## config.mk

```make
export PLATFORM = sky130hd
export DESIGN_NAME = sequence_matcher_nch
export DESIGN_NICKNAME = d
export VERILOG_FILES = /design/src/rtl/sequence_matcher_nch.sv
export SDC_FILE = /design/constraint.sdc
export NUM_CORES = 1
export LEC_CHECK = 0
export ABC_CLOCK_PERIOD_IN_PS = 14600
export CAP_MARGIN = 0
export CORE_MARGIN = 10
export CORE_UTILIZATION = 60
export CTS_BUF_LIST = sky130_fd_sc_hd__clkbuf_4 sky130_fd_sc_hd__clkbuf_8
export DETAILED_ROUTE_END_ITERATION = 6
export PLACE_DENSITY_LB_ADDON = 0.08
export SLEW_MARGIN = 15
export SYNTH_ARGS = -nofsm -noshare
export SYNTH_HDL_FRONTEND = slang
export SYNTH_SLANG_ARGS = --single-unit
```

## constraint.sdc

```tcl
create_clock -name clk -period 14.6 [get_ports clk]
set_input_delay 1.46 -clock clk [delete_from_list [all_inputs] [get_ports clk]]
set_output_delay 1.46 -clock clk [all_outputs]
set_load 0.1 [all_outputs]
```

## src/rtl/sequence_matcher_nch.sv

```systemverilog
// rtl/sequence_matcher_nch.sv - multi-channel masked serial sequence matcher with hit counters
module sequence_matcher_nch #(
  parameter int WIDTH       = 8,
  parameter int NCH         = 4,
  parameter int CNT_W       = 16,
  parameter int NON_OVERLAP = 0
) (
  input  logic             clk,
  input  logic             rst,
  input  logic             sin,
  input  logic             sin_valid,
  input  logic             flush,
  input  logic             cfg_we,
  input  logic [2:0]       cfg_ch,
  input  logic [WIDTH-1:0] cfg_pattern,
  input  logic [WIDTH-1:0] cfg_mask,
  input  logic             cfg_en,
  input  logic [2:0]       cnt_sel,
  input  logic             cnt_clr,
  output logic [NCH-1:0]   hit,
  output logic             hit_any,
  output logic [2:0]       hit_idx,
  output logic [CNT_W-1:0] cnt_q
);

  localparam int FILL_W = $clog2(WIDTH + 1);
  localparam int BLK_W  = $clog2(WIDTH);
  localparam logic [FILL_W-1:0] FILL_MAX = FILL_W'(WIDTH);
  localparam logic [BLK_W-1:0]  BLK_LOAD = BLK_W'(WIDTH - 1);

  logic [WIDTH-2:0]  history;
  logic [FILL_W-1:0] fill_cnt;
  logic [WIDTH-1:0]  pattern [NCH];
  logic [WIDTH-1:0]  mask    [NCH];
  logic [NCH-1:0]    en;
  logic [BLK_W-1:0]  blk_cnt [NCH];
  logic [CNT_W-1:0]  hit_cnt [NCH];

  logic [WIDTH-1:0]  window;
  logic              filled;
  logic [NCH-1:0]    match;
  logic [2:0]        match_idx;
  logic [CNT_W-1:0]  cnt_sel_val;

  // The current bit counts toward the fill, so a full window is reached on the WIDTH-th valid bit.
  assign window = {history, sin};
  assign filled = (32'(fill_cnt) + 32'd1) >= WIDTH;

  // Per-channel compare of the live window; a flushed bit never matches.
  always_comb begin
    match = '0;
    for (int c = 0; c < NCH; c++) begin
      if (sin_valid && !flush && filled && en[c] && (blk_cnt[c] == '0) &&
          (((window ^ pattern[c]) & mask[c]) == '0)) begin
        match[c] = 1'b1;
      end
    end
  end

  // Lowest matching channel wins the index; zero when nothing matched.
  always_comb begin
    match_idx = '0;
    for (int c = NCH - 1; c >= 0; c--) begin
      if (match[c]) match_idx = 3'(c);
    end
  end

  // Counter read mux; selects beyond the channel count read as zero.
  always_comb begin
    cnt_sel_val = '0;
    for (int c = 0; c < NCH; c++) begin
      if (32'(cnt_sel) == c) cnt_sel_val = hit_cnt[c];
    end
  end

  // Window history and fill level, advanced only by valid bits.
  always_ff @(posedge clk or posedge rst) begin
    if (rst) begin
      history  <= '0;
      fill_cnt <= '0;
    end else if (flush) begin
      history  <= '0;
      fill_cnt <= '0;
    end else if (sin_valid) begin
      history <= window[WIDTH-2:0];
      if (fill_cnt != FILL_MAX) fill_cnt <= fill_cnt + FILL_W'(1);
    end
  end

  // Channel configuration; writes to nonexistent channels fall through the loop untouched.
  always_ff @(posedge clk or posedge rst) begin
    if (rst) begin
      for (int c = 0; c < NCH; c++) begin
        pattern[c] <= '0;
        mask[c]    <= '1;
        en[c]      <= 1'b0;
      end
    end else if (cfg_we) begin
      for (int c = 0; c < NCH; c++) begin
        if (32'(cfg_ch) == c) begin
          pattern[c] <= cfg_pattern;
          mask[c]    <= cfg_mask;
          en[c]      <= cfg_en;
        end
      end
    end
  end

  // Non-overlap blocking: after a hit the channel sits out the next WIDTH-1 valid bits.
  always_ff @(posedge clk or posedge rst) begin
    if (rst) begin
      for (int c = 0; c < NCH; c++) blk_cnt[c] <= '0;
    end else begin
      for (int c = 0; c < NCH; c++) begin
        if (cfg_we && (32'(cfg_ch) == c)) begin
          blk_cnt[c] <= '0;
        end else if (flush) begin
          blk_cnt[c] <= '0;
        end else if (match[c] && (NON_OVERLAP != 0)) begin
          blk_cnt[c] <= BLK_LOAD;
        end else if (sin_valid && (blk_cnt[c] != '0)) begin
          blk_cnt[c] <= blk_cnt[c] - BLK_W'(1);
        end
      end
    end
  end

  // Registered match outputs and counter readback.
  always_ff @(posedge clk or posedge rst) begin
    if (rst) begin
      hit     <= '0;
      hit_any <= 1'b0;
      hit_idx <= '0;
      cnt_q   <= '0;
    end else begin
      hit     <= match;
      hit_any <= |match;
      hit_idx <= match_idx;
      cnt_q   <= cnt_sel_val;
    end
  end

  // Saturating hit counters driven by the registered hit pulse; clear beats increment.
  always_ff @(posedge clk or posedge rst) begin
    if (rst) begin
      for (int c = 0; c < NCH; c++) hit_cnt[c] <= '0;
    end else begin
      for (int c = 0; c < NCH; c++) begin
        if (cnt_clr && (32'(cnt_sel) == c)) begin
          hit_cnt[c] <= '0;
        end else if (hit[c] && (hit_cnt[c] != '1)) begin
          hit_cnt[c] <= hit_cnt[c] + CNT_W'(1);
        end
      end
    end
  end

endmodule

```

==> flow_metrics.py <==
metrics = {
    "routing": {
        "avgRoutedWirePerCell_um": 19.43,
        "drt-initial-drc-count": 526,
        "dr.pass1.iters": 7,
        "ant_nets": 0,
        "finalWirelength_um": 18910,
        "drcViolationCount": 0,
        "vias_per_cell": 5.941,
        "num_vias": 5781,
    },
    "global_route": {
        "grt.total_usage_pct": 19.66,
        "grt_pass1_wl_um": 31020,
        "grt_overflow_total": 0,
        "grt_pass1_vias": 5978,
        "antenna_found_initial": 0,
        "grt_max_degree": 98,
    },
    "placed_design": {
        "place_ws_ns": 10.73,
        "gp_congestion": 0.8663,
        "portBuffers": 52,
        "post-dp-hpwl_um": 13710,
    },
    "worst_setup_path": {
        "crit_path_max_incr_delay_ns": 1.19,
        "crit_type": "reg2out",
        "reg2reg_depth": 5,
        "startpoint_type": "flip-flop",
        "critical-path-top-delay-family": "buffers and inverters",
        "crit_fanout": 6,
        "cp.required_ns": 13.14,
        "crit_slowest_cell": "clkdlybuf4s50_1",
        "critPathCaptureType": "primary output",
        "crit_chain": "clkdlybuf4s50_1",
        "cp.arrival_ns": 2.17,
        "r2r-end": "hit_idx[1]",
        "reg2reg_slack_ns": 12.40,
        "rr_startpoint": "history[4]",
        "crit_buf_inv": 1,
    },
    "logic_synthesis": {
        "synth-async-reset-ratio_pct": 100.0,
        "synth_xor_area_share_pct": 9.607,
        "ys_top_cells_by_area": "dfrtp_1 42%, dfstp_2 9.7%, mux2_2 8.6%",
        "synth.largest_area_cell": "dfrtp_1",
        "synth-simple-area-share_pct": 15.26,
        "postSynthCellCount": 739,
        "synth_flop_cell": "dfrtp_1",
        "syn-num-nets": 783,
        "syn_avg_cell_area_sq_um": 11.72,
        "yosys_warnings": 0,
        "synth-seq-cells": 178,
        "synth_compound_area_share_pct": 4.450,
        "ys_seq_area_share_pct": 51.89,
        "synth_edf_count": 0,
        "synth_area_sq_um": 8661,
        "synth_cell_types": 48,
        "muxShareOfSynthArea_pct": 13.90,
        "synth_top_family_by_area": "simple AND/OR/NAND/NOR gates",
        "synth-adder-area-share_pct": 2.023,
        "yosysTopAreaCellShare_pct": 42.18,
    },
    "timing": {
        "relSlewSlack_pct": 30.97,
        "tightestPinTransition_ns": 1.032,
        "fin_ws_ns": 10.97,
        "hold_viol_final": 0,
        "final_max_slew_viol_count": 0,
        "whs_ns": 0.5142,
        "period_share_pct": 24.86,
        "rsz0062_at_grt": "no",
        "fmax_mhz": 275.6,
        "setup_viol": 0,
        "period_needed_ns": 3.629,
        "fin_skew_ns": 0.01260,
        "finalSetupTns_ns": 0,
    },
    "cts": {
        "cts.clk_slew.worst_paths_ns": 0.09,
        "cts_tree": "yes",
        "htreeDepth": 4,
        "clock_sinks": 178,
        "root_buffer": "clkbuf_8",
        "cts-resized-gates": 0,
        "clockBufferDepth": 2,
        "post_cts_buffers": 0,
        "cts_buffers": 17,
        "clock_latency_ns": 0.47,
        "hold_buffers": 0,
    },
    "flow_run": {
        "maxCapViolations": 0,
    },
    "cells_and_area": {
        "seqCellArea_sq_um": 4494,
        "multiInputGateArea_sq_um": 3926,
        "diodes": 0,
        "area_growth_pct": 11.80,
        "drive_above_1_share_pct": 20.55,
        "final_nets": 824,
        "mostFrequentLayoutCell": "dfrtp_1",
        "fill_cells": 1048,
        "layout_common_cells": "146 x dfrtp_1, 82 x nor2_1, 74 x xor2_1",
    },
    "floorplanning": {
        "core_sq_um": 13990,
        "dieArea_sq_um": 19640,
        "die_w_um": 140.1,
        "dieHeight_um": 140.1,
        "start_util_pct": 61.91,
        "num_io_pins": 54,
        "rows": 43,
    },
    "power": {
        "ir_worst_vdd_mv": 0.1018,
        "p_per_area_nw_per_um2": 127.2,
        "finalPower_mw": 1.232,
        "leakage_nw": 4.248,
    },
    "worst_hold_path": {
        "hp-class": "reg2reg",
        "min_from": "en[1]",
        "hold_path_depth": 1,
        "whs_endpoint": "en[1]",
    },
    "outcome": {
        "run_status": "finished clean",
    },
}
## worst max-delay path by stage
| stage | from | endpoint | cells after the start |
|---|---|---|---|
| 3_3_place_gp | cnt_sel[1] | hit_cnt[30] | 4 |
| 2_1_floorplan | rst | blk_cnt[0] | 1 |
| 5_1_grt | hit[1] | hit[1] | 1 |
| 4_1_cts | hit[2] | hit[2] | 1 |
| 3_5_place_dp | cnt_sel[1] | hit_cnt[25] | 4 |
| 6_report | hit[2] | hit[2] | 1 |
## cell usage after synthesis, types with 2 or more instances
library cell,n
a2111oi_4,3
a211oi_1,3
a21oi_1,18
a222oi_1,4
a22oi_1,8
a31oi_1,2
and3_1,17
and3b_1,2
and4_1,8
and4b_1,2
buf_2,8
buf_6,3
clkbuf_1,20
dfrtp_1,146
dfstp_2,32
ha_1,14
inv_1,19
mux2_2,66
mux2i_1,10
mux4_2,16
nand2_1,31
nand2b_1,4
nand3_1,36
nand3b_1,4
nand4_1,19
nor2_1,82
nor2b_1,18
nor3_1,18
nor3b_2,4
o21a_1,2
o21ai_0,7
or3_1,4
xnor2_1,21
xor2_1,74
## cell families after synthesis
group | count (synthesis)
XOR/XNOR | 95
adder cells (fa/ha/maj) | 14
multiplexers | 92
AND/OR/NAND/NOR | 256
buffers and inverters | 53
other | 1
AO/OA/AOI/OAI | 50
flip-flops | 178
## stage by stage
stage / util [%] / area, sq um / std cells
after floorplan: - / 8661 / 739
after global placement: 66.29 / 9273 / 941
after detailed placement: 66.29 / 9273 / 941
after CTS: 69.22 / 9683 / 973
after global routing: 69.22 / 9683 / 973
final: 69.22 / 9683 / 973
## cell type report
class,instances,share of cell area (%)
Multi-Input combinational cell,508,40.55
Sequential cell,178,46.41
Clock inverter,13,1.667
Clock buffer,19,2.571
Tap cell,180,2.326
Inverter,19,0.7882
Timing Repair Buffer,56,5.685
## per-layer routing
layer	global-route usage [%]	wire length (um)	up-vias
met3	4.834	813	45
met1	22.38	7560	2934
met2	34.21	9889	145
met5	0	0	-
li1	-	-	2657
met4	8.641	645	0
## flip-flops by register name, summed over array words and instances (netlist names)
signal	cells
fill_cnt	4
history	7
hit	4
en	4
blk_cnt	12
mask	32
cnt_q	16
hit_idx	2
pattern	32
hit_any	1
hit_cnt	64
## where the power goes
part	switching [mW]	internal, mW
logic	0.137	0.116
registers	0.0518	0.576
clock network	0.178	0.173
total	0.367	0.865
(Power assumes the default switching activity.)
